$ cat src/rtl/ovdp_proc_pkg.sv
// Shared constants and state encoding for the averaging path
// (sample accumulator and downstream divide-by-N stage).
package ovdp_proc_pkg;

   localparam int SAMPLE_W = 13;   // unsigned input sample width
   localparam int SUM_W    = 16;   // group sum width, also the divider input width
   localparam int N_W      = 3;    // width of the group-size field
   localparam int N_MAX    = 7;    // largest group size

   // ACCUM: collecting samples; HOLD: finished group waiting for the output register
   typedef enum logic {
      ACCUM = 1'b0,
      HOLD  = 1'b1
   } state_t;

endpackage : ovdp_proc_pkg

$ cat src/rtl/sample_group_accumulator.sv
// Sums groups of 1..7 consecutive samples and hands each group sum (with its
// sample count) to the divide-by-N stage over a valid/ready interface.
module sample_group_accumulator #(
   parameter int SAMPLE_W = ovdp_proc_pkg::SAMPLE_W,
   parameter int SUM_W    = ovdp_proc_pkg::SUM_W,
   parameter int ACC_W    = SUM_W + 3
) (
   input  logic                          clk,
   input  logic                          reset,
   input  logic [ovdp_proc_pkg::N_W-1:0] n,
   input  logic                          in_valid,
   output logic                          in_ready,
   input  logic [SAMPLE_W-1:0]           in_data,
   input  logic                          flush,
   output logic                          out_valid,
   input  logic                          out_ready,
   output logic [SUM_W-1:0]              out_sum,
   output logic [ovdp_proc_pkg::N_W-1:0] out_n,
   output logic                          out_sat
);

   import ovdp_proc_pkg::*;

   // Largest value the output sum can carry, expressed at accumulator width
   localparam logic [ACC_W-1:0] SUM_MAX = {{(ACC_W-SUM_W){1'b0}}, {SUM_W{1'b1}}};

   // Clamp an accumulator value to the output width
   function automatic logic [SUM_W-1:0] clamp_sum(input logic [ACC_W-1:0] a);
      if (a > SUM_MAX) begin
         return {SUM_W{1'b1}};
      end
      return a[SUM_W-1:0];
   endfunction

   state_t               state_reg, state_next;
   logic [ACC_W-1:0]     acc_reg, acc_next;
   logic [N_W-1:0]       count_reg, count_next;
   logic [N_W-1:0]       n_l_reg, n_l_next;
   logic                 out_valid_reg, out_valid_next;
   logic [SUM_W-1:0]     out_sum_reg, out_sum_next;
   logic [N_W-1:0]       out_n_reg, out_n_next;
   logic                 out_sat_reg, out_sat_next;

   // Accumulator datapath view of "this cycle's sample applied"
   logic                 in_xfer;
   logic                 take;
   logic [ACC_W-1:0]     acc_upd;
   logic [N_W-1:0]       cnt_upd;
   logic [N_W-1:0]       nl_upd;
   logic                 group_done;
   logic                 out_xfer;
   logic                 out_free;

   // Ready drops combinationally with reset so nothing is taken while it is held
   assign in_ready  = ~reset & (state_reg == ACCUM);
   assign in_xfer   = in_valid & in_ready;
   assign out_xfer  = out_valid_reg & out_ready;
   assign out_free  = ~out_valid_reg | out_ready;

   assign out_valid = out_valid_reg;
   assign out_sum   = out_sum_reg;
   assign out_n     = out_n_reg;
   assign out_sat   = out_sat_reg;

   // Fold the accepted sample into the running group; n==0 at group start discards it
   always_comb begin
      take    = in_xfer & ~((count_reg == '0) & (n == '0));
      acc_upd = acc_reg;
      cnt_upd = count_reg;
      nl_upd  = n_l_reg;
      if (take) begin
         if (count_reg == '0) begin
            acc_upd = ACC_W'(in_data);
            cnt_upd = N_W'(1);
            nl_upd  = n;
         end else begin
            acc_upd = acc_reg + ACC_W'(in_data);
            cnt_upd = count_reg + N_W'(1);
         end
      end
      // A flush closes whatever is in the group, including a sample taken on the same edge
      group_done = (take & (cnt_upd == nl_upd)) | (flush & (cnt_upd != '0));
   end

   // Next-state logic: group completion, output register load and drain
   always_comb begin
      state_next     = state_reg;
      acc_next       = acc_reg;
      count_next     = count_reg;
      n_l_next       = n_l_reg;
      out_valid_next = out_valid_reg;
      out_sum_next   = out_sum_reg;
      out_n_next     = out_n_reg;
      out_sat_next   = out_sat_reg;

      if (out_xfer) begin
         out_valid_next = 1'b0;
      end

      case (state_reg)
         ACCUM: begin
            acc_next   = acc_upd;
            count_next = cnt_upd;
            n_l_next   = nl_upd;
            if (group_done) begin
               if (out_free) begin
                  out_valid_next = 1'b1;
                  out_sum_next   = clamp_sum(acc_upd);
                  out_sat_next   = (acc_upd > SUM_MAX);
                  out_n_next     = cnt_upd;
                  acc_next       = '0;
                  count_next     = '0;
               end else begin
                  // Keep the finished group in the accumulator until the consumer drains
                  state_next = HOLD;
               end
            end
         end
         HOLD: begin
            // Only leave HOLD on the edge that frees the output register
            if (out_ready) begin
               out_valid_next = 1'b1;
               out_sum_next   = clamp_sum(acc_reg);
               out_sat_next   = (acc_reg > SUM_MAX);
               out_n_next     = count_reg;
               acc_next       = '0;
               count_next     = '0;
               state_next     = ACCUM;
            end
         end
         default: begin
            state_next = ACCUM;
         end
      endcase
   end

   // State and datapath registers with synchronous reset
   always_ff @(posedge clk) begin
      if (reset) begin
         state_reg     <= ACCUM;
         acc_reg       <= '0;
         count_reg     <= '0;
         n_l_reg       <= '0;
         out_valid_reg <= 1'b0;
         out_sum_reg   <= '0;
         out_n_reg     <= '0;
         out_sat_reg   <= 1'b0;
      end else begin
         state_reg     <= state_next;
         acc_reg       <= acc_next;
         count_reg     <= count_next;
         n_l_reg       <= n_l_next;
         out_valid_reg <= out_valid_next;
         out_sum_reg   <= out_sum_next;
         out_n_reg     <= out_n_next;
         out_sat_reg   <= out_sat_next;
      end
   end

endmodule : sample_group_accumulator

$ cat config.mk
export PLATFORM = sky130hd
export DESIGN_NAME = sample_group_accumulator
export DESIGN_NICKNAME = d
export VERILOG_FILES = /design/src/rtl/ovdp_proc_pkg.sv /design/src/rtl/sample_group_accumulator.sv
export SDC_FILE = /design/constraint.sdc
export NUM_CORES = 1
export LEC_CHECK = 0
export ABC_AREA = 1
export ABC_CLOCK_PERIOD_IN_PS = 4500
export CORE_MARGIN = 5
export CORE_UTILIZATION = 45
export DETAILED_ROUTE_END_ITERATION = 10
export GPL_ROUTABILITY_DRIVEN = 0
export PLACE_DENSITY = 0.64
export SYNTH_ARGS = -nofsm -noshare
export SYNTH_HDL_FRONTEND = slang
export SYNTH_SLANG_ARGS = --single-unit
$ cat constraint.sdc
create_clock -name clk -period 4.5 [get_ports clk]
set_clock_uncertainty 0.1 [all_clocks]
set_input_delay 0.9 -clock clk [delete_from_list [all_inputs] [get_ports clk]]
set_output_delay 0.9 -clock clk [all_outputs]
set_load 0.01 [all_outputs]
After elaboration in Yosys (flattened, before gate mapping)

Cells that the tools add are included.

Add/sub/neg operators: 2
Order comparisons: 2
Equal/unequal tests: 4
Mux-type cells: 46
Bitwise logic cells: 13
Reduce and logical (&&, ||, !) cells: 4

Operators with widths:

| operator               | count |
|---|---|
| $mux W16               | 7 |
| $mux W19               | 5 |
| $gt A19 B16 Y1 const B | 2 |
| $pmux W19 S2           | 1 |
| $pmux W16 S2           | 1 |
| $mux W3                | 10 |
| $add A19 B13 Y19       | 1 |
| $mux W1                | 17 |
| $pmux W3 S2            | 2 |
| $and A1 B1 Y1          | 7 |
| $logic_not A3 Y1       | 2 |
| $ne A2 B2 Y1 const B   | 3 |
| $pmux W1 S2            | 3 |
| $not A1 Y1             | 4 |
| $add A3 B1 Y3 const B  | 1 |
| $eq A3 B3 Y1           | 1 |
| $reduce_and A3 Y1      | 1 |
| $reduce_bool A3 Y1     | 1 |
| $or A1 B1 Y1           | 2 |

Flip-flop bits (word level): 47
Input bits: 21
Output and inout bits: 22
Logic and storage cells: 79

Longest topological paths before layout

Gate-level depths: netlist (run 1).

Depth after elaboration: 14
Gate-level depth with buffers: 18
Gate-level depth less buffers: 17

Worst setup path after synthesis (run 1)

No wires, ideal clock.

Path kind: input port to flip-flop
Start point: input in_data[0]
End point: register out_sum_reg[15] (netlist: out_sum[15])
Setup time: 0.112 ns
Arrival time: 2.566 ns
Data required time: 4.288 ns
Path slack: 1.723 ns
Cell stages on the path: 17
Path buffers: 1
Path through: ha_1 -> fa_1 -> inv_1 -> nor2_1 -> nand2_1 -> nand3_1 -> nand2_1 -> nand2_1 -> nand2_1 -> nand2_1 -> nand3_1 -> nand3_1 -> nand2_2 -> buf_6 -> nand2_1 -> nor2_1 -> nor2_1

Cells in the longest elaborated chain, start to end: 12

RTL lines:

| item                 | line                            | source |
|---|---|---|
| start, declared      | sample_group_accumulator.sv:13  | `input logic [SAMPLE_W-1:0] in_data,` |
| $add A19 B13 Y19     | sample_group_accumulator.sv:77  | `acc_upd = acc_reg + ACC_W'(in_data);` |
| $mux W19 (*)         | sample_group_accumulator.sv:72  | `if (count_reg == '0) begin` |
| $mux W19 (*)         | sample_group_accumulator.sv:71  | `if (take) begin` |
| $gt A19 B16 Y1       | sample_group_accumulator.sv:29  | `if (a > SUM_MAX) begin` |
| $mux W1              | sample_group_accumulator.sv:29  |  |
| $mux W1              | sample_group_accumulator.sv:106 | `if (out_free) begin` |
| $mux W1              | sample_group_accumulator.sv:105 | `if (group_done) begin` |
| $mux W1              | sample_group_accumulator.sv:100 | `case (state_reg)` |
| $mux W16 (*)         | sample_group_accumulator.sv:32  | `return a[SUM_W-1:0];` |
| $mux W16 (*)         | sample_group_accumulator.sv:106 |  |
| $mux W16 (*)         | sample_group_accumulator.sv:105 |  |
| $pmux W16 S2 (*)     | sample_group_accumulator.sv:100 |  |
| end signal, assigned | sample_group_accumulator.sv:154 | `out_sum_reg <= out_sum_next;` |
| end, declared        | sample_group_accumulator.sv:40  | `logic [SUM_W-1:0] out_sum_reg, out_sum_next;` |

Every way passes the cells marked *; elsewhere a longest branch is shown, timed or not. The select of a mux whose other input is x is not followed.
A chain may end at the register's enable or synchronous reset.

Worst setup path after layout (run 1)

Start point: input reset
End point: register out_sum_reg[2] (netlist: out_sum[2])

Cells in the longest elaborated chain, start to end: 14
Elaborated cells on any way between the ends: 23
Classes of those cells: 1 x order compare; 2 x eq/ne; 11 x mux; 7 x bitwise; 2 x reduce/logical

RTL lines:

| item            | line                            | source |
|---|---|---|
| start, declared | sample_group_accumulator.sv:9   | `input logic reset,` |
| $not A1 Y1      | sample_group_accumulator.sv:55  | `assign in_ready = ~reset & (state_reg == ACCUM);` |
| $and A1 B1 Y1   | sample_group_accumulator.sv:55  |  |
| $and A1 B1 Y1   | sample_group_accumulator.sv:56  | `assign in_xfer = in_valid & in_ready;` |
| $and A1 B1 Y1   | sample_group_accumulator.sv:67  | `take = in_xfer & ~((count_reg == '0) & (n == '0));` |
| $mux W19        | sample_group_accumulator.sv:71  |  |
| $gt A19 B16 Y1  | sample_group_accumulator.sv:29  |  |
| $mux W1         | sample_group_accumulator.sv:29  |  |
| $mux W1         | sample_group_accumulator.sv:106 |  |
| $mux W1         | sample_group_accumulator.sv:105 |  |
| $mux W1         | sample_group_accumulator.sv:100 |  |
| $mux W16        | sample_group_accumulator.sv:32  |  |
| $mux W16        | sample_group_accumulator.sv:106 |  |
| $mux W16        | sample_group_accumulator.sv:105 |  |
| $pmux W16 S2    | sample_group_accumulator.sv:100 |  |

Parallel ways exist; a longest one is shown, timed or not. The select of a mux whose other input is x is not followed.

==> results of run 1 <==
## worst max-delay path by stage
| stage | cells past startpoint | from | end | slack (ns) |
|---|---|---|---|---|
| after floorplan | 17 | in_data[0] | out_sum[15] | 1.72 |
| after global placement | 15 | reset | out_sum[10] | 0.80 |
| after detailed placement | 14 | reset | out_sum[9] | 0.73 |
| after CTS | 15 | reset | out_sum[6] | 1.06 |
| after global routing | 14 | reset | out_sum[0] | 0.72 |
| final | 15 | reset | out_sum[2] | 1.04 |
## cells in the final DEF, fill, tap and decap left out
cell type and count:
sky130_fd_sc_hd__nor2_1 74, sky130_fd_sc_hd__ha_1 15, sky130_fd_sc_hd__clkinv_1 1, sky130_fd_sc_hd__xnor2_1 4, sky130_fd_sc_hd__clkinv_4 1, sky130_fd_sc_hd__clkbuf_8 5, sky130_fd_sc_hd__nand3b_1 3, sky130_fd_sc_hd__nor3_2 1
sky130_fd_sc_hd__clkdlybuf4s50_1 42, sky130_fd_sc_hd__nand2_2 3, sky130_fd_sc_hd__nand3_1 50, sky130_fd_sc_hd__inv_6 1, sky130_fd_sc_hd__and2_1 1, sky130_fd_sc_hd__a21o_1 2, sky130_fd_sc_hd__fa_1 1, sky130_fd_sc_hd__nor3_1 2
sky130_fd_sc_hd__or2_2 3, sky130_fd_sc_hd__o21ai_1 1, sky130_fd_sc_hd__dfxtp_1 47, sky130_fd_sc_hd__buf_4 7, sky130_fd_sc_hd__o21bai_1 2, sky130_fd_sc_hd__nand3_2 3, sky130_fd_sc_hd__inv_1 74, sky130_fd_sc_hd__o21ai_0 20
sky130_fd_sc_hd__nor3_4 1, sky130_fd_sc_hd__bufinv_16 1, sky130_fd_sc_hd__a31oi_1 1, sky130_fd_sc_hd__a21oi_1 43, sky130_fd_sc_hd__o211ai_1 2, sky130_fd_sc_hd__xor2_1 1, sky130_fd_sc_hd__nand2_1 214, sky130_fd_sc_hd__nand4_1 28
sky130_fd_sc_hd__nor2_2 1
## cell type report
type	instances	area share
Sequential cell	47	0.224
Timing Repair Buffer	49	0.112
Clock inverter	3	0.0113
Inverter	75	0.0669
Tap cell	102	0.0303
Multi-Input combinational cell	476	0.539
Clock buffer	5	0.0164
## kinds of logic (layout without fill, tap and decap cells)
logic type | count (synthesis) | count (layout) | synth area share
xor gates and xnor gates | 5 | 5 | 0.0120
AOI/OAI and AO/OA | 71 | 71 | 0.102
adders and majority gates | 16 | 16 | 0.0568
and+or+nand+nor | 384 | 384 | 0.450
buffers and inverters | 105 | 132 | 0.122
DFF | 47 | 47 | 0.257
## per-layer routing
layer | part of all wire | vias to the layer above
met1 | 0.48 | 1747
met2 | 0.45 | 132
li1 | - | 2053
met5 | 0 | -
met4 | 0.0068 | 0
met3 | 0.068 | 8
## per-stage QoR
stage	power [uW]	instance area, sq um
global placement	805	4090
detailed placement	810	4090
CTS	1140	4210
global route	1210	4210
finish	1130	4210
floorplan	701	3660
## worst max-delay path: cells and delay by family
kind / cells / cell delay, ns
buf+inv: 2 / 0.71
simple gates: 13 / 1.98
## synthesized netlist by cell type (4+ instances only)
cell | count | area, sq um
sky130_fd_sc_hd__a21oi_1 | 43 | 215
sky130_fd_sc_hd__nand2_1 | 214 | 803
sky130_fd_sc_hd__ha_1 | 15 | 188
sky130_fd_sc_hd__xnor2_1 | 4 | 35.0
sky130_fd_sc_hd__buf_2 | 4 | 20.0
sky130_fd_sc_hd__inv_1 | 74 | 278
sky130_fd_sc_hd__buf_6 | 5 | 56.3
sky130_fd_sc_hd__clkbuf_1 | 15 | 56.3
sky130_fd_sc_hd__o21ai_0 | 20 | 100
sky130_fd_sc_hd__nand4_1 | 28 | 175
sky130_fd_sc_hd__dfxtp_1 | 47 | 941
sky130_fd_sc_hd__nor2_1 | 74 | 278
sky130_fd_sc_hd__nand3_1 | 50 | 250
## power groups by stage
stage          combinational [uW]  sequential [uW]  clock, uW
2_1_floorplan                 221              480          0
3_3_place_gp                  330              475          0
3_5_place_dp                  334              476          0
4_1_cts                       336              466        335
5_1_grt                       380              470        356
6_report                      336              466        329
==> impl_table.tex, run 1 <==
\begin{tabular}{lr}
\hline
Metric & Value \\
\hline
\multicolumn{2}{l}{\textbf{Final layout}} \\
Non-filler instance count after layout & 757 \\
Area added between synthesis and finish & 15.1\% \\
Number of inserted diodes & 0 \\
Filler cells & 832 \\
Footprint of the multi-input gates & 2270 sq um \\
Share of cells above drive strength 1 & 0.0412 \\
Final net count & 691 \\
Utilization of the core after routing & 0.539 \\
Flip-flop count of the largest register, all copies and words added & 19 \\
Area taken by flip-flops and latches & 941 sq um \\
\multicolumn{2}{l}{\textbf{Timing}} \\
Worst hold slack & 0.373 ns \\
Setup violation total in the final timing report & 0 \\
Final critical delay including setup and external delays & 3.46 ns \\
RSZ-0062 raised after global routing & false \\
Transition time at the pin with the least slew margin & between 0.6 and 0.7 ns \\
Share of the clock period used by the worst path after layout & 0.769 \\
Remaining max-slew budget at the tightest pin & 0.535 \\
Setup tns final & 0 ns \\
Max-slew violation total from the final report & 0 \\
Maximum frequency from static timing analysis & about 290 MHz \\
Fin worst setup slack & 1.04 ns \\
Final hold violation count & 0 \\
\multicolumn{2}{l}{\textbf{GRT}} \\
Met2 track demand over resource in global routing & 0.327 \\
GR Util met1 & 0.299 \\
Vias in the first global route & 3526 \\
Pin count of the biggest net entering global routing & 33 \\
GR peak layer & met2 \\
Total global routing track utilization & 0.206 \\
Wire length of the first global-routing pass & between 15 and 20 mm \\
Initial antenna violation count & 0 \\
Met3 Use GR & 0.0334 \\
Final global-route overflow total & 0 \\
\multicolumn{2}{l}{\textbf{Clocking}} \\
Clock tree from TritonCTS & built \\
Cts bufs inserted & 5 \\
Post-CTS setup buffer count & 0 \\
Hold\_buf cts & 0 \\
Clock insertion delay at the later pin of the skew report & 0.32 ns \\
Clock tree root buffer cell & sky130\_fd\_sc\_hd\_\_clkbuf\_8 \\
H-tree levels & 2 \\
Clock sinks & 47 \\
Total of cells resized after clock tree synthesis & 0 \\
Clock-pin transition on the worst setup and hold timing paths & 0.10 ns \\
Maximum clock insertion buffer count & 2 \\
\multicolumn{2}{l}{\textbf{Placed design}} \\
Setup slack after placement & 0.733 ns \\
Placed insts & 749 \\
Quantity of I/O buffers inserted on ports & 42 \\
HPWL after DPL & about 7.6 mm \\
\multicolumn{2}{l}{\textbf{Logic synthesis}} \\
Number of distinct library cell variants in the gate-level netlist after synthesis & 32 \\
Most used flip-flop cell after synthesis & sky130\_fd\_sc\_hd\_\_dfxtp\_1 \\
Count of flip-flops with a built-in enable after synthesis & 0 \\
Synthesized area per cell & 5.82 sq um \\
Yosys synthesis warning count & 0 \\
Cell area after synthesis & roughly 3700 sq um \\
Seq/Total Area, Yosys & 0.257 \\
Number of nets produced by synthesis & 665 \\
Yosys reg bits & 47 \\
Proportion of register bits with asynchronous set or reset after synthesis & 0 \\
Mapped Cells & 628 \\
\multicolumn{2}{l}{\textbf{Setup path}} \\
Endpoint of the lowest-slack register-to-register path & out\_sum[2] \\
Count of cells along the worst register-to-register path & 16 \\
Worst path slowest cell & sky130\_fd\_sc\_hd\_\_clkdlybuf4s50\_1 \\
Reg2reg start & count\_reg[0] \\
Worst path arrival time & 3.62 ns \\
Worst-path maximum fanout & 21 \\
Ordered list of cells on the worst path & clkdlybuf4s50\_1 > nor3\_4 > nand2\_2 > buf\_4 > nand2\_1 > nand2\_1 > nand2\_1 > nand2\_1 > nor2\_1 > nand2\_1 > nand3\_2 > nand3\_2 > nand2\_1 > nand2\_1 > nor2\_1 \\
Register-to-register setup slack & 1.57 ns \\
Maximum cell stage delay along the critical path & 0.48 ns \\
Worst Path Required & 4.66 ns \\
Crit end category & register \\
Most frequent cell on the critical path & sky130\_fd\_sc\_hd\_\_nand2\_1 \\
Crit path launch type & primary input \\
Worst Setup Path Type & in2reg \\
\multicolumn{2}{l}{\textbf{Floorplanning}} \\
Placeable core region & roughly 8000 sq um \\
Starting density of the core & 0.468 \\
Die Width & 100 microns \\
Site row count & 32 \\
Overall die area & 10000 sq um \\
Boundary pin count & 43 \\
Die height & 100 microns \\
\multicolumn{2}{l}{\textbf{Route}} \\
Antenna viol nets, final & 0 \\
Number of iterations in the first detailed-routing pass & 5 \\
Vias per cell & between 5 and 6 \\
Number of DRC violations after detailed routing & 0 \\
Total routed wirelength & 10.3 mm \\
DRT iter0 DRCs & 361 \\
Count of vias placed by the detailed router & 3940 \\
Drt wl/cell & 13.6 microns \\
\multicolumn{2}{l}{\textbf{Power and ir drop}} \\
Internal Dissipation & 750 uW \\
Sw power & 381 uW \\
Seq pwr share & 0.412 \\
Ratio of total power to cell area & 269 nW/um\^{}2 \\
Relative contribution of the clock network to total power & 0.291 \\
Static Leak & 0.00207 uW \\
IR Drop Worst-Case VDD & 0.169 mV \\
Fraction of power spent switching nets & 0.337 \\
Gate power share & 0.297 \\
\multicolumn{2}{l}{\textbf{Worst hold path}} \\
Endpoint of the worst hold-timing path & out\_n[2] \\
Tightest Hold Check Type & reg2reg \\
Worst Hold Launch & out\_n[2] \\
Number of cells on the worst hold path & 2 \\
\multicolumn{2}{l}{\textbf{Flow run}} \\
Max-cap violations & 0 \\
\multicolumn{2}{l}{\textbf{Status}} \\
Result of the run & complete, no violations \\
\hline
\end{tabular}
Power figures use the tool's default switching activity.
==> inputs of run 2 (changes only) <==
--- a/config.mk
+++ b/config.mk
@@ -6,7 +6,7 @@
 export NUM_CORES = 1
 export LEC_CHECK = 0
 export ABC_AREA = 1
-export ABC_CLOCK_PERIOD_IN_PS = 4500
+export ABC_CLOCK_PERIOD_IN_PS = 3400
 export CORE_MARGIN = 5
 export CORE_UTILIZATION = 45
 export DETAILED_ROUTE_END_ITERATION = 10
==> constraint.sdc (replaced) <==
create_clock -name clk -period 3.4 [get_ports clk]
set_clock_uncertainty 0.1 [all_clocks]
set_input_delay 0.68 -clock clk [delete_from_list [all_inputs] [get_ports clk]]
set_output_delay 0.68 -clock clk [all_outputs]
set_load 0.01 [all_outputs]
==> run 2 against run 1 <==
  * Sequential share of layout area decreased by 0.086 points
  * Combinational power increased by 35%
  * Non-clock buffer count increased by 6
  * First-iteration DRC count decreased by 27%
  * Register-to-register slack got worse by 0.94 ns
  * Critical path type unchanged
  * Largest power group unchanged
  * Highest routed layer unchanged
==> impl_table.tex, run 2 (synthesis results as in run 1) <==
\begin{tabular}{lr}
\hline
Metric & Value \\
\hline
\multicolumn{2}{l}{\textbf{Status}} \\
Result of the run & complete, no violations \\
\multicolumn{2}{l}{\textbf{Final layout}} \\
Finished Cell Area & 4220 sq um \\
Share of cells above drive strength 1 & 0.0499 \\
Non-filler instance count after layout & 763 \\
Final net count & 697 \\
Flip-flop count of the largest register, all copies and words added & 19 \\
Filler cells & 843 \\
Number of inserted diodes & 0 \\
Top library cells by usage in the layout, fill and taps aside & 214 x sky130\_fd\_sc\_hd\_\_nand2\_1, 74 x sky130\_fd\_sc\_hd\_\_nor2\_1, 74 x sky130\_fd\_sc\_hd\_\_inv\_1 \\
Most common library cell in the layout ignoring fill and taps & sky130\_fd\_sc\_hd\_\_nand2\_1 \\
Area added between synthesis and finish & 15.5\% \\
\multicolumn{2}{l}{\textbf{Clocking}} \\
Clock tree root buffer cell & sky130\_fd\_sc\_hd\_\_clkbuf\_8 \\
Post-CTS setup buffer count & 0 \\
Total of cells resized after clock tree synthesis & 0 \\
Hold\_buf cts & 0 \\
Clock sinks & between 40 and 50 \\
Cts bufs inserted & 5 \\
Clock-pin transition on the worst setup and hold timing paths & 0.10 ns \\
Clock tree from TritonCTS & built \\
Clock insertion delay at the later pin of the skew report & 0.31 ns \\
H-tree levels & 2 \\
Maximum clock insertion buffer count & 2 \\
\multicolumn{2}{l}{\textbf{Timing}} \\
Transition time at the pin with the least slew margin & 0.671 ns \\
Maximum frequency from static timing analysis & 326 MHz \\
Worst hold slack & between 0.3 and 0.4 ns \\
Setup violation total in the final timing report & 0 \\
Max-slew violation total from the final report & 0 \\
RSZ-0062 raised after global routing & false \\
Setup tns final & 0 ns \\
Remaining max-slew budget at the tightest pin & 0.552 \\
Share of the clock period used by the worst path after layout & 0.902 \\
Final critical delay including setup and external delays & 3.07 ns \\
Final hold violation count & 0 \\
\multicolumn{2}{l}{\textbf{Setup path}} \\
Worst Setup Path Type & in2reg \\
Crit end category & register \\
Critical Path End & out\_sum[0] \\
Crit path launch type & primary input \\
Worst path arrival time & 3.17 ns \\
Endpoint of the lowest-slack register-to-register path & out\_sum[8] \\
Worst-path maximum fanout & 14 \\
Worst Path Required & roughly 3.5 ns \\
Count of cells along the worst register-to-register path & 16 \\
Reg2reg start & count\_reg[0] \\
Register-to-register setup slack & 0.63 ns \\
Launch point of the critical path & in\_data[0] \\
\multicolumn{2}{l}{\textbf{Placed design}} \\
Instance area after placement & 4140 sq um \\
Quantity of I/O buffers inserted on ports & 42 \\
Placed insts & 755 \\
HPWL after DPL & 7.91 mm \\
\multicolumn{2}{l}{\textbf{Route}} \\
Total routed wirelength & approximately 11 mm \\
Number of DRC violations after detailed routing & 0 \\
Number of iterations in the first detailed-routing pass & 6 \\
Vias per cell & 5.26 \\
Antenna viol nets, final & 0 \\
Count of vias placed by the detailed router & between 4000 and 5000 \\
DRT iter0 DRCs & 264 \\
Drt wl/cell & 13.8 microns \\
\multicolumn{2}{l}{\textbf{Floorplanning}} \\
Site row count & 32 \\
Die height & 100 microns \\
Placeable core region & 7810 sq um \\
Boundary pin count & 43 \\
Die Width & 100 microns \\
Starting density of the core & 0.468 \\
Overall die area & 10000 sq um \\
\multicolumn{2}{l}{\textbf{GRT}} \\
Wire length of the first global-routing pass & approximately 17 mm \\
Pin count of the biggest net entering global routing & 33 \\
Total global routing track utilization & 0.212 \\
Vias in the first global route & 3510 \\
Initial antenna violation count & 0 \\
Final global-route overflow total & 0 \\
\multicolumn{2}{l}{\textbf{Power and ir drop}} \\
IR Drop Worst-Case VDD & 0.198 mV \\
Ratio of total power to cell area & between 300 and 400 nW/um\^{}2 \\
Static Leak & 0.00209 uW \\
\multicolumn{2}{l}{\textbf{Worst hold path}} \\
Tightest Hold Check Type & reg2reg \\
\multicolumn{2}{l}{\textbf{Flow run}} \\
Max-cap violations & 0 \\
\hline
\end{tabular}
-- run 2: cell types whose count changed in the layout (fill, tap and decap cells not counted) --
cell                        change
sky130_fd_sc_hd__clkinv_2       +2
sky130_fd_sc_hd__clkinv_4       -1
sky130_fd_sc_hd__buf_4          +6
sky130_fd_sc_hd__bufinv_16      -1
-- run 2: report_power, final --
part	leakage [uW]	switching (uW)	internal, uW
clock	0.0000483	210	145
sequential	0.000383	27.8	590
combinational	0.00166	266	187
-- run 2: per-layer routing --
metal,GRT usage,vias to the layer above,part of all wire
met4,0.0311,0,0.0073
met3,0.0264,9,0.056
met5,0,-,0
met1,0.309,1830,0.48
li1,-,2070,-
met2,0.341,102,0.45
-- run 2: worst min path at each step --
stage,to,start,cells after the start,slack [ns]
after global placement,out_n[2],out_n[2],2,0.35
after floorplan,acc_reg[17],acc_reg[17],2,0.35
after CTS,out_n[0],out_n[0],2,0.37
after global routing,out_n[0],out_n[0],2,0.41
final,out_n[2],out_n[2],2,0.37
after detailed placement,out_n[0],out_n[0],2,0.36
-- run 2: cell type report --
cell class,instances,area (sq um),area share
Clock buffer,5,68.8,0.0163
Inverter,75,282,0.0666
Timing Repair Buffer,55,518,0.123
Multi-Input combinational cell,476,2270,0.537
Sequential cell,47,941,0.223
Tap cell,102,128,0.0302
Clock inverter,3,18.8,0.00444
-- run 2: worst max-delay path, stage by stage --
cell and delay [ns]:
sky130_fd_sc_hd__clkdlybuf4s50_1 0.44, sky130_fd_sc_hd__ha_1 0.24, sky130_fd_sc_hd__fa_1 0.42, sky130_fd_sc_hd__inv_1 0.07
sky130_fd_sc_hd__nor2_1 0.05, sky130_fd_sc_hd__nand2_1 0.07, sky130_fd_sc_hd__nand3_1 0.10, sky130_fd_sc_hd__nand2_1 0.07
sky130_fd_sc_hd__nand2_1 0.11, sky130_fd_sc_hd__nand2_1 0.08, sky130_fd_sc_hd__nand2_1 0.05, sky130_fd_sc_hd__nand3_1 0.11
sky130_fd_sc_hd__nand3_1 0.11, sky130_fd_sc_hd__nand2_2 0.24, sky130_fd_sc_hd__nand2_1 0.08, sky130_fd_sc_hd__nor2_1 0.17
sky130_fd_sc_hd__nor2_1 0.06
-- run 2: per-stage QoR --
step	power, uW	util	setup WS (ns)
floorplan	927	-	0.843
global placement	1070	0.530	0.0930
detailed placement	1080	0.530	0.0335
CTS	1430	0.541	0.352
global route	1510	0.541	0.0615
finish	1430	0.541	0.333
==> inputs of run 3 (changes only) <==
--- a/config.mk
+++ b/config.mk
@@ -7,10 +7,10 @@
 export LEC_CHECK = 0
 export ABC_AREA = 1
 export ABC_CLOCK_PERIOD_IN_PS = 3400
+export CORE_ASPECT_RATIO = 0.8
 export CORE_MARGIN = 5
 export CORE_UTILIZATION = 45
 export DETAILED_ROUTE_END_ITERATION = 10
-export GPL_ROUTABILITY_DRIVEN = 0
 export PLACE_DENSITY = 0.64
 export SYNTH_ARGS = -nofsm -noshare
 export SYNTH_HDL_FRONTEND = slang
==> run 3 against run 2 <==
  * Fmax decreased by 0.97%
  * Clock power increased by 26%
  * Sequential share of layout area decreased by 0.14 points
  * Combinational power about the same
  * Setup slack got worse by 0.030 ns
  * Cell count increased by 0.52%
==> impl_table.tex, run 3 (synthesis results as in run 1) <==
\begin{tabular}{lr}
\hline
Metric & Value \\
\hline
\multicolumn{2}{l}{\textbf{Status}} \\
Result of the run & complete, no violations \\
\multicolumn{2}{l}{\textbf{Final layout}} \\
Footprint of the multi-input gates & 2270 sq um \\
Area added between synthesis and finish & 16.2\% \\
Most common library cell in the layout ignoring fill and taps & sky130\_fd\_sc\_hd\_\_nand2\_1 \\
Final net count & 695 \\
Area taken by flip-flops and latches & 941 sq um \\
Number of inserted diodes & 0 \\
Share of cells above drive strength 1 & 0.0470 \\
Flip-flop count of the largest register, all copies and words added & 19 \\
Top library cells by usage in the layout, fill and taps aside & 214 x sky130\_fd\_sc\_hd\_\_nand2\_1, 74 x sky130\_fd\_sc\_hd\_\_nor2\_1, 74 x sky130\_fd\_sc\_hd\_\_inv\_1 \\
Utilization of the core after routing & 0.537 \\
Filler cells & between 800 and 900 \\
\multicolumn{2}{l}{\textbf{Floorplanning}} \\
Die height & 90.6 microns \\
Placeable core region & 7910 sq um \\
Overall die area & 10000 sq um \\
Starting density of the core & 0.462 \\
Site row count & 29 \\
Die Width & 111 microns \\
Boundary pin count & between 40 and 50 \\
\multicolumn{2}{l}{\textbf{Clocking}} \\
Clock-pin transition on the worst setup and hold timing paths & approximately 0.10 ns \\
Clock tree root buffer cell & sky130\_fd\_sc\_hd\_\_clkbuf\_8 \\
Maximum clock insertion buffer count & 2 \\
Clock sinks & 47 \\
Clock insertion delay at the later pin of the skew report & 0.32 ns \\
Hold\_buf cts & 0 \\
H-tree levels & 2 \\
Clock tree from TritonCTS & built \\
Cts bufs inserted & 5 \\
\multicolumn{2}{l}{\textbf{Setup path}} \\
Ordered list of cells on the worst path & clkdlybuf4s50\_1 > ha\_1 > fa\_1 > inv\_1 > nor2\_1 > nand2\_1 > nand3\_1 > nand2\_1 > nand2\_1 > nand3\_1 > nand2\_1 > nand3\_1 > nand3\_1 > nand2\_4 > nand2\_1 > nor2\_1 > nor2\_1 \\
Worst path arrival time & 3.22 ns \\
Maximum cell stage delay along the critical path & 0.43 ns \\
Worst path slowest cell & sky130\_fd\_sc\_hd\_\_clkdlybuf4s50\_1 \\
Crit end category & register \\
Worst Setup Path Type & in2reg \\
Number of buffer and inverter instances along the worst setup path & 2 \\
Crit path launch type & primary input \\
Worst Path Required & about 3.5 ns \\
Most frequent cell on the critical path & sky130\_fd\_sc\_hd\_\_nand2\_1 \\
Largest delay contributor family on the critical path & simple AND/OR/NAND/NOR gates \\
Worst-path maximum fanout & 14 \\
\multicolumn{2}{l}{\textbf{Route}} \\
Vias per cell & 5.19 \\
Drt wl/cell & 13.9 microns \\
Antenna viol nets, final & 0 \\
Number of DRC violations after detailed routing & 0 \\
DRT iter0 DRCs & 299 \\
Total routed wirelength & 10.7 mm \\
Number of iterations in the first detailed-routing pass & 5 \\
Count of vias placed by the detailed router & 3979 \\
\multicolumn{2}{l}{\textbf{Timing}} \\
Maximum frequency from static timing analysis & 323 MHz \\
Final hold violation count & 0 \\
RSZ-0062 raised after global routing & false \\
Max-slew violation total from the final report & 0 \\
Final critical delay including setup and external delays & between 3 and 4 ns \\
Remaining max-slew budget at the tightest pin & 0.541 \\
Share of the clock period used by the worst path after layout & 0.911 \\
Setup tns final & 0 ns \\
Transition time at the pin with the least slew margin & 0.687 ns \\
Setup violation total in the final timing report & 0 \\
Fin worst setup slack & 0.303 ns \\
\multicolumn{2}{l}{\textbf{GRT}} \\
Wire length of the first global-routing pass & 18.1 mm \\
Initial antenna violation count & 0 \\
Total global routing track utilization & 0.218 \\
Vias in the first global route & 3703 \\
Pin count of the biggest net entering global routing & 33 \\
Final global-route overflow total & 0 \\
\multicolumn{2}{l}{\textbf{Worst hold path}} \\
Tightest Hold Check Type & reg2reg \\
\multicolumn{2}{l}{\textbf{Power and ir drop}} \\
Relative contribution of the clock network to total power & 0.295 \\
IR Drop Worst-Case VDD & 0.195 mV \\
Overall power after layout & 1520 uW \\
Sw power & 519 uW \\
Gate power share & 0.298 \\
Fraction of power spent switching nets & 0.342 \\
Internal Dissipation & $\sim$1000 uW \\
Ratio of total power to cell area & 357 nW/um\^{}2 \\
Seq pwr share & 0.408 \\
Static Leak & approximately 0.0021 uW \\
\multicolumn{2}{l}{\textbf{Placed design}} \\
Setup slack after placement & -0.0386 ns \\
Quantity of I/O buffers inserted on ports & 42 \\
HPWL after DPL & around 8 mm \\
Last weighted congestion value of the routability-driven placer & 0.881 \\
\multicolumn{2}{l}{\textbf{Flow run}} \\
Max-cap violations & 0 \\
\hline
\end{tabular}
-- run 3: changes by cell type in the layout (fill, tap and decap cells not counted), sizes merged --
cell	delta
clkinv	-1
bufinv	+1
buf	-2
-- run 3: worst min-delay path: cells and delay by family, from the launching register on --
family / cells / cell delay (ns)
and+or+nand+nor: 1 / 0.06
AOI/OAI and AO/OA: 1 / 0.05
DFF: 1 / 0.33
-- run 3: metrics by stage --
| stage | hold WS, ns | std cells | instance area [sq um] |
|---|---|---|---|
| 3_5_place_dp | 0.366 | 759 | 4130 |
| 5_1_grt | 0.419 | 767 | 4250 |
| 4_1_cts | 0.382 | 767 | 4250 |
| 3_3_place_gp | 0.358 | 759 | 4130 |
| 2_1_floorplan | 0.354 | 628 | 3660 |
| 6_report | 0.378 | 767 | 4250 |
-- run 3: area by class of cell --
class,count,share of cell area
clock inverters,3,0.0112
flip-flops and latches,47,0.221
inverters,75,0.0662
clock buffers,5,0.0162
well taps,108,0.0318
multi-input cells,476,0.535
repair buffers,53,0.118
-- run 3: repair_timing --
item                                    4_1_cts  5_1_grt
endpoints found under the hold margin         0        0
endpoints found under the setup margin        0        1
setup buffers                                 0        0
gates resized for setup                       0        1
-- run 3: metal layers --
metal	wire length, microns	track usage
met4	191	0.0697
met3	620	0.0415
met5	0	0
met2	4330	0.321
met1	5520	0.318
-- run 3: worst paths after layout --
kind | from | to | slack [ns] | cells after the start
worst min register to register | out_n[2] | out_n[2] | 0.38 | 2
worst max-delay path | in_data[0] | out_sum[2] | 0.30 | 17
worst min-delay path | out_n[2] | out_n[2] | 0.38 | 2
worst max register to register | count_reg[0] | out_sum[0] | 0.62 | 16
-- run 3: power by group through the flow --
| stage | sequential, uW | combinational, uW | clock [uW] |
|---|---|---|---|
| finish | 618 | 451 | 447 |
| global route | 624 | 510 | 475 |
| CTS | 618 | 449 | 454 |
| detailed placement | 631 | 446 | 0 |
| global placement | 629 | 443 | 0 |
| floorplan | 635 | 292 | 0 |
